[src/rtl/pc_seq_pkg.sv]
// pc_seq_pkg: shared widths and FSM state encoding for the fetch sequencer.
//   PC_W        - program counter width
//   IMM_W       - branch immediate width
//   JIDX_W      - J-type index field width
//   INSTR_BYTES - sequential PC increment
package pc_seq_pkg;
  localparam int PC_W        = 32;
  localparam int IMM_W       = 16;
  localparam int JIDX_W      = 26;
  localparam int INSTR_BYTES = 4;

  typedef enum logic [1:0] {
    BOOT   = 2'd0,
    ISSUE  = 2'd1,
    SQUASH = 2'd2,
    STALL  = 2'd3
  } state_e;
endpackage

[src/rtl/pc_fetch_sequencer_next_pc_target.sv]
// next_pc_target: combinational next-PC arithmetic.
//   pc            in  current PC
//   branch_taken  in  branch redirect request
//   jump          in  jump redirect request (wins over branch)
//   branch_base   in  PC+4 of the resolving branch/jump
//   branch_offset in  branch immediate
//   jump_index    in  J-type index
//   pc_plus4      out pc + 4, mod 2^32
//   target        out selected redirect target
//   redirect      out jump | branch_taken
module next_pc_target
  import pc_seq_pkg::*;
(
  input  logic [PC_W-1:0]   pc,
  input  logic              branch_taken,
  input  logic              jump,
  input  logic [PC_W-1:0]   branch_base,
  input  logic [IMM_W-1:0]  branch_offset,
  input  logic [JIDX_W-1:0] jump_index,
  output logic [PC_W-1:0]   pc_plus4,
  output logic [PC_W-1:0]   target,
  output logic              redirect
);
  logic [PC_W-1:0] br_tgt;
  logic [PC_W-1:0] j_tgt;

  assign pc_plus4 = pc + PC_W'(INSTR_BYTES);
  // word offset: sign-extend and scale by 4
  assign br_tgt   = branch_base +
                    {{(PC_W-IMM_W-2){branch_offset[IMM_W-1]}}, branch_offset, 2'b00};
  assign j_tgt    = {branch_base[PC_W-1:PC_W-4], jump_index, 2'b00};
  assign target   = jump ? j_tgt : br_tgt;
  assign redirect = jump | branch_taken;
endmodule

[src/rtl/pc_fetch_sequencer.sv]
// pc_fetch_sequencer: PC register plus fetch FSM driving a req/ready
// instruction-memory handshake.
//   clk, rst_n          clock / async active-low reset
//   imem_req/addr/ready memory handshake; req+addr held until ready
//   stall               hold fetch (honoured only between transactions)
//   branch_*, jump*     redirect sources; jump wins
//   pc, pc_plus4        current fetch PC and its successor
//   fetch_valid         returned instruction is valid for IF/ID
//   flush               kill IF/ID contents this cycle
module pc_fetch_sequencer
  import pc_seq_pkg::*;
#(
  parameter logic [31:0] RESET_PC = 32'h0000_0000
) (
  input  logic              clk,
  input  logic              rst_n,
  output logic              imem_req,
  output logic [PC_W-1:0]   imem_addr,
  input  logic              imem_ready,
  input  logic              stall,
  input  logic              branch_taken,
  input  logic [PC_W-1:0]   branch_base,
  input  logic [IMM_W-1:0]  branch_offset,
  input  logic              jump,
  input  logic [JIDX_W-1:0] jump_index,
  output logic [PC_W-1:0]   pc,
  output logic [PC_W-1:0]   pc_plus4,
  output logic              fetch_valid,
  output logic              flush
);
  state_e          state, state_nxt;
  logic [PC_W-1:0] pc_nxt;
  logic [PC_W-1:0] redir_pc, redir_nxt;
  logic [PC_W-1:0] target;
  logic            redirect;

  next_pc_target u_tgt (
    .pc            (pc),
    .branch_taken  (branch_taken),
    .jump          (jump),
    .branch_base   (branch_base),
    .branch_offset (branch_offset),
    .jump_index    (jump_index),
    .pc_plus4      (pc_plus4),
    .target        (target),
    .redirect      (redirect)
  );

  always_ff @(posedge clk or negedge rst_n) begin
    if (!rst_n) begin
      state    <= BOOT;
      pc       <= RESET_PC;
      redir_pc <= RESET_PC;
    end else begin
      state    <= state_nxt;
      pc       <= pc_nxt;
      redir_pc <= redir_nxt;
    end
  end

  // pc only moves on completion or while idle in STALL, so the address
  // seen by memory is always pc and stays stable through a wait.
  assign imem_addr = pc;

  always_comb begin
    state_nxt   = state;
    pc_nxt      = pc;
    redir_nxt   = redir_pc;
    imem_req    = 1'b0;
    fetch_valid = 1'b0;
    flush       = 1'b0;
    unique case (state)
      BOOT: state_nxt = ISSUE;  // stall and redirects ignored here
      ISSUE: begin
        imem_req = 1'b1;
        if (imem_ready) begin
          if (redirect) begin
            flush  = 1'b1;
            pc_nxt = target;
          end else begin
            fetch_valid = 1'b1;
            pc_nxt      = pc_plus4;
          end
          state_nxt = stall ? STALL : ISSUE;
        end else if (redirect) begin
          // request can't be withdrawn: remember where to go and let the
          // stale fetch drain in SQUASH
          flush     = 1'b1;
          redir_nxt = target;
          state_nxt = SQUASH;
        end
      end
      SQUASH: begin
        imem_req = 1'b1;
        if (redirect) begin
          flush     = 1'b1;
          redir_nxt = target;
        end
        if (imem_ready) begin
          pc_nxt    = redirect ? target : redir_pc;  // newest redirect wins
          state_nxt = stall ? STALL : ISSUE;
        end
      end
      STALL: begin
        if (redirect) begin
          flush  = 1'b1;
          pc_nxt = target;
        end
        if (!stall) state_nxt = ISSUE;
      end
      default: state_nxt = BOOT;
    endcase
  end
endmodule
[config.mk]
export PLATFORM = sky130hd
export DESIGN_NAME = pc_fetch_sequencer
export DESIGN_NICKNAME = d
export VERILOG_FILES = /design/src/rtl/pc_seq_pkg.sv /design/src/rtl/pc_fetch_sequencer_next_pc_target.sv /design/src/rtl/pc_fetch_sequencer.sv
export SDC_FILE = /design/constraint.sdc
export NUM_CORES = 1
export LEC_CHECK = 0
export CAP_MARGIN = 20
export CORE_ASPECT_RATIO = 1.75
export CORE_MARGIN = 2
export CORE_UTILIZATION = 40
export DETAILED_ROUTE_END_ITERATION = 7
export GPL_TIMING_DRIVEN = 0
export PLACE_DENSITY = 0.73
export SLEW_MARGIN = 10
export SYNTH_ARGS = -nofsm -noshare
export SYNTH_HDL_FRONTEND = slang
export SYNTH_SLANG_ARGS = --single-unit
[constraint.sdc]
create_clock -name clk -period 4.7 [get_ports clk]
set_input_delay 1.41 -clock clk [delete_from_list [all_inputs] [get_ports clk]]
set_output_delay 1.41 -clock clk [all_outputs]
set_load 0.005 [all_outputs]
== Word level (Yosys, flattened, before mapping) ==
Index checks and enable logic that the tools add are counted.

* Memory bits (writable): 0
* Memory bits (read-only): 0
* Output and inout port bits: 99
* Memories kept: 0
* Latch bits: 0
* Input bits: 80
* Register bits after elaboration: 66

* Bitwise logic cells: 1
* $add $sub $neg: 2
* Shift operators: 0
* Reduce and logical (&&, ||, !) cells: 8
* Multiply operators: 0
* Magnitude comparators: 0
* Multiplexer cells: 21
* Equality and inequality tests: 9
* Divide/modulo/power cells: 0

{| class="wikitable"
|+ Operator list
! operator !! number
|-
| $mux 32 || 7
|-
| $pmux 32 s3 || 1
|-
| $pmux 32 s2 || 1
|-
| $add 32x3->32 const B || 1
|-
| $add 32x32->32 || 1
|-
| $mux 2 || 5
|-
| $ne 2x2->1 const B || 5
|-
| $pmux 2 s4 || 1
|-
| $mux 1 || 6
|-
| $eq 2x2->1 const B || 2
|-
| $reduce_and 4->1 || 1
|-
| $ne 3x3->1 const B || 1
|-
| $reduce_and 3->1 || 1
|-
| $reduce_bool 3->1 || 1
|-
| $reduce_or 3->1 || 1
|-
| $eq 2x1->1 const B || 1
|-
| $logic_not 2->1 || 1
|-
| $reduce_and 2->1 || 1
|-
| $reduce_bool 2->1 || 1
|-
| $reduce_or 2->1 || 1
|-
| $or 1x1->1 || 1
|}

== Depth between registers and ports, before layout ==
Gate-level depths: netlist (run 1).

* Depth in word-level cells: 5
* Depth in mapped cells: 11
* Gate-level depth less buffers: 11

== Cells and area by module ==
From an unflattened synthesis (run 1), not the netlist that was laid out.

* Cells, all modules: 712
* Area, all modules: 6273.5 sq um

{| class="wikitable"
|+ By module, submodules not included
! module !! cells each !! seq. area each (sq um) !! instances !! area each (sq um)
|-
| pc_fetch_sequencer || 388 || 1651.6 || 1 || 4006.3
|-
| next_pc_target || 324 || 0.0 || 1 || 2267.2
|}

== Worst setup path before layout (run 1) ==
Ideal clock, no wire load.

* Kind: input port to output port
* Start: in branch_taken
* End: out fetch_valid
* Path buffers: 2
* Arrival: 2297 ps
* Setup slack: 993 ps
* Stages: 5
* Required time: 3290 ps
* Cell sequence: clkbuf_1 -> inv_2 -> nand2_1 -> clkbuf_1 -> nor2_1

* Cells in the longest elaborated chain, start to end: 4

{| class="wikitable"
|+ RTL lines
! item !! line !! RTL
|-
| start, declared || pc_fetch_sequencer.sv:21 || <nowiki>input logic branch_taken,</nowiki>
|-
| $or 1x1->1 || pc_fetch_sequencer_next_pc_target.sv:33 || <nowiki>assign redirect = jump | branch_taken;</nowiki>
|-
| $mux 1 || pc_fetch_sequencer.sv:77 || <nowiki>if (redirect) begin</nowiki>
|-
| $mux 1 || pc_fetch_sequencer.sv:76 || <nowiki>if (imem_ready) begin</nowiki>
|-
| $mux 1 || pc_fetch_sequencer.sv:72 || <nowiki>unique case (state)</nowiki>
|-
| end, declared || pc_fetch_sequencer.sv:28 || <nowiki>output logic fetch_valid,</nowiki>
|}

No other way between the ends.

== Worst setup path after layout (run 1) ==
* Start: in branch_taken
* End: out flush

* Cells in the longest elaborated chain, start to end: 3

{| class="wikitable"
|+ RTL lines
! item !! line !! RTL
|-
| $or 1x1->1 || pc_fetch_sequencer_next_pc_target.sv:33 ||
|-
| $mux 1 (2 in a row) || n/a ||
|-
| end, declared || pc_fetch_sequencer.sv:29 || <nowiki>output logic flush</nowiki>
|}

No other way between the ends.

==> impl_metrics.env, run 1 <==
export IMPL_vdd_ir_drop_max_v=0.0002382
export IMPL_synth_area_um2=6316
export IMPL_async_flop_share_pct=100.0
export IMPL_grt_pass1_vias=6785
export IMPL_fp_coreArea_um2=15390
export IMPL_first_pass_iters=6
export IMPL_wl_met1_mm=8.372
export IMPL_r2r_start="state[0]"
export IMPL_fill_cells=1468
export IMPL_grt_overflow_total=0
export IMPL_hold_ws_ns=0.4790
export IMPL_crit_start="branch_taken"
export IMPL_drt_initial_drc_count=661
export IMPL_cts_setup_buffers=0
export IMPL_clkTransAtPathRegs_ns=0.06
export IMPL_start_util_pct=41.04
export IMPL_clock_latency_ns=0.34
export IMPL_synth_yosys_seq_area_share_pct=26.15
export IMPL_finalHoldViolations=0
export IMPL_cap_violations=0
export IMPL_worstMarginPinSlew_ns=1.036
export IMPL_status="complete, no violations"
export IMPL_cp_max_fo=10
export IMPL_synthToLayoutAreaGrowth_pct=37.08
export IMPL_maxSlewViolCount=0
export IMPL_cts_tree="done"
export IMPL_ys_types=73
export IMPL_final_core_utilization_pct=56.26
export IMPL_dr_wl_met3_mm=1.639
export IMPL_hold_buffers=0
export IMPL_antenna_found_initial=0
export IMPL_port_buffers=176
export IMPL_fmax_mhz=216.7
export IMPL_final_layout_size_suffix_gt1_share_pct=8.853
export IMPL_slew_headroom_pct=30.69
export IMPL_yosys_warnings=0
export IMPL_antenna_diode_count=0
export IMPL_synth_top_area_share_pct=26.15
export IMPL_die_w_um=98.99
export IMPL_crit_path_start_kind="primary input"
export IMPL_synth_edf_count=0
export IMPL_grt_usage_pct=27.03
export IMPL_synth_ff_type="dfrtp_1"
export IMPL_h_tree_depth=3
export IMPL_pin_count=179
export IMPL_wl_per_cell_um=19.67
export IMPL_cp_arrival_ns=3.20
export IMPL_wl_met2_mm=11.84
export IMPL_hpwl_mm=18.20
export IMPL_fin_crit_sh_pct=98.17
export IMPL_rsz0062_at_grt="false"
export IMPL_cts_path_max_buffers=2
export IMPL_hp_class="flip-flop to flip-flop"
export IMPL_worst_slack_ns=0.08621
export IMPL_hp_start="redir_pc[7]"
export IMPL_dieHeight_um=170.2
export IMPL_path_class="primary input to output pin"
export IMPL_power_total_mw=4.955
export IMPL_gp_congestion=0.9472
export IMPL_endpoint_kind="output pin"
export IMPL_grt_pass1_wl_mm=35.70
export IMPL_cts_num_sinks=66
export IMPL_final_area_um2=8658
export IMPL_die_area_um2=16850
export IMPL_avgSynthCellArea_um2=7.885
export IMPL_cellPowerDensity_nw_per_um2=572.3
export IMPL_syn_nets=916
export IMPL_synthCells=801
export IMPL_vias=7084
export IMPL_grt_max_degree=57
export IMPL_fin_crit_ns=4.614
export IMPL_fin_nets=1104
export IMPL_place_ws_ns=-0.1431
export IMPL_root_buffer="clkbuf_16"
export IMPL_row_count=60
export IMPL_ys_ff_latch=66
export IMPL_drcViolationCount=0
export IMPL_post_dp_cell_area_um2=8335
export IMPL_synth_area_leaders="dfrtp_1 26%, ha_1 6.7%, nand2_1 5.3%, a21oi_1 4.8%, o21ai_0 4.4%"
export IMPL_finalSetupViolCount=0
export IMPL_cts_buffers=9
export IMPL_yosysTopAreaCell="dfrtp_1"
export IMPL_dr_max_layer_used="met4"
export IMPL_ant_nets=0
export IMPL_skew_ns=0.008447
export IMPL_cp_required_ns=3.29
export IMPL_cellLeakagePower_nw=3.712
export IMPL_detail_route_wirelength_mm=23.21
export IMPL_viasPerCell=6.003
[cell type report]
cell class / count / area (um2) / share of cell area [%]
Clock buffer: 10 / 229.0 / 2.645
Clock inverter: 6 / 91.34 / 1.055
Sequential cell: 66 / 1652 / 19.08
Timing Repair Buffer: 177 / 1787 / 20.64
Tap cell: 186 / 232.7 / 2.688
Buffer: 78 / 431.7 / 4.986
Multi-Input combinational cell: 635 / 4153 / 47.96
Inverter: 22 / 82.58 / 0.9538
[worst max-delay path, cell delays in order]
cell and delay (ns):
clkbuf_2 0.20, nor2_1 0.38, clkbuf_1 0.57, nor2_1 0.13, clkdlybuf4s50_1 0.51
[timing repair]
action	CTS	global route
setup endpoints to repair	1	2
gates cloned	0	0
resized for setup	1	2
[registers in the layout (all words and copies together) (netlist names)]
name	cells
redir_pc	32
state	2
imem_addr	32
[power breakdown]
group / internal (mW) / switching [mW]
clock network: 0.465 / 0.272
logic: 1.59 / 1.41
registers: 0.855 / 0.367
total: 2.91 / 2.05
[cell usage after synthesis, types with 3 or more instances]
cell type  count
and2_1         5
and4_1        10
a221oi_1       3
inv_1         20
mux2i_1       18
a211oi_1      10
o22a_1         3
clkbuf_1      31
nand2_1       89
a31oi_1       10
and3_1        12
mux2_2         9
xor2_1        16
o22ai_1        9
a22o_1         5
o31a_1         6
o221ai_1       9
or3_1          8
nand3_1       28
dfrtp_1       66
o21a_1         9
a21o_1        19
a22oi_1        7
o31ai_1        5
xnor2_1       29
o211a_1        3
nor3_1        16
o21bai_1       5
buf_2          6
o21ai_0       55
o211ai_1       5
o21ai_1       11
buf_4         34
o311a_1        3
nor2_1        60
nor2b_1        8
nand4_1       15
a21oi_1       61
or2_2          3
buf_1          6
ha_1          34
a21oi_2        3
[per-stage QoR]
stage                     setup TNS (ns)  cells
after floorplan                        0    801
after global placement            -12.59   1163
after detailed placement         -0.1431   1164
after CTS                              0   1180
after global routing                   0   1180
final                                  0   1180
[routing by layer]
metal,vias up,track usage (%)
met5,-,0
met4,0,15.07
met3,93,3.778
met2,373,48.21
met1,3341,30.45
li1,3277,-
[placed cells by master (no fill, tap or decap), drive strengths merged, types with 4 or more instances in the layout]
cell type      count
clkdlybuf4s50    175
nand2             89
dfrtp             66
o21ai             66
a21oi             64
nor2              61
buf               48
clkbuf            42
ha                34
xnor2             29
nand3             28
inv               21
a21o              19
mux2i             18
nor3              18
xor2              16
nand4             16
and3              12
and4              11
a31oi             10
a211oi            10
mux2              10
o21a               9
o22ai              9
o221ai             9
nor2b              9
or3                8
a22oi              7
o31ai              7
o31a               6
and2               6
o21bai             5
o211ai             5
a22o               5
or2                4
a221oi             4
[final timing paths]
kind / cells after the start / to / slack, ns
min: 2 / redir_pc[7] / 0.48
max: 5 / flush / 0.09
max reg2reg: 10 / imem_addr[31] / 1.33
min in group asynchronous: 1 / redir_pc[4] / 0.91
min reg2reg: 2 / redir_pc[7] / 0.48
max in group asynchronous: 2 / redir_pc[0] / 3.24
[cell families (layout without fill, tap and decap cells)]
group | count (synthesis) | in the layout | synth area share, %
adder cells (fa/ha/maj) | 35 | 35 | 7.052
multiplexers | 28 | 28 | 4.695
flip-flops | 66 | 66 | 26.15
buffers and inverters | 100 | 293 | 8.102
AND/OR/NAND/NOR | 269 | 269 | 20.98
XOR/XNOR | 45 | 45 | 6.240
AO/OA/AOI/OAI | 258 | 258 | 26.78
(Power assumes the default switching activity.)
==> run 2: changes to the inputs <==
Settings changed: CTS_CLUSTER_SIZE set to 30.
==> results of run 2 <==
Same layout as run 1: the final DEF is identical, and so are final timing and power.
==> run 3: changes to the inputs <==
Settings changed: HOLD_SLACK_MARGIN set to 0.03.
==> results of run 3 <==
Same layout as run 1: the final DEF is identical, and so are final timing and power.
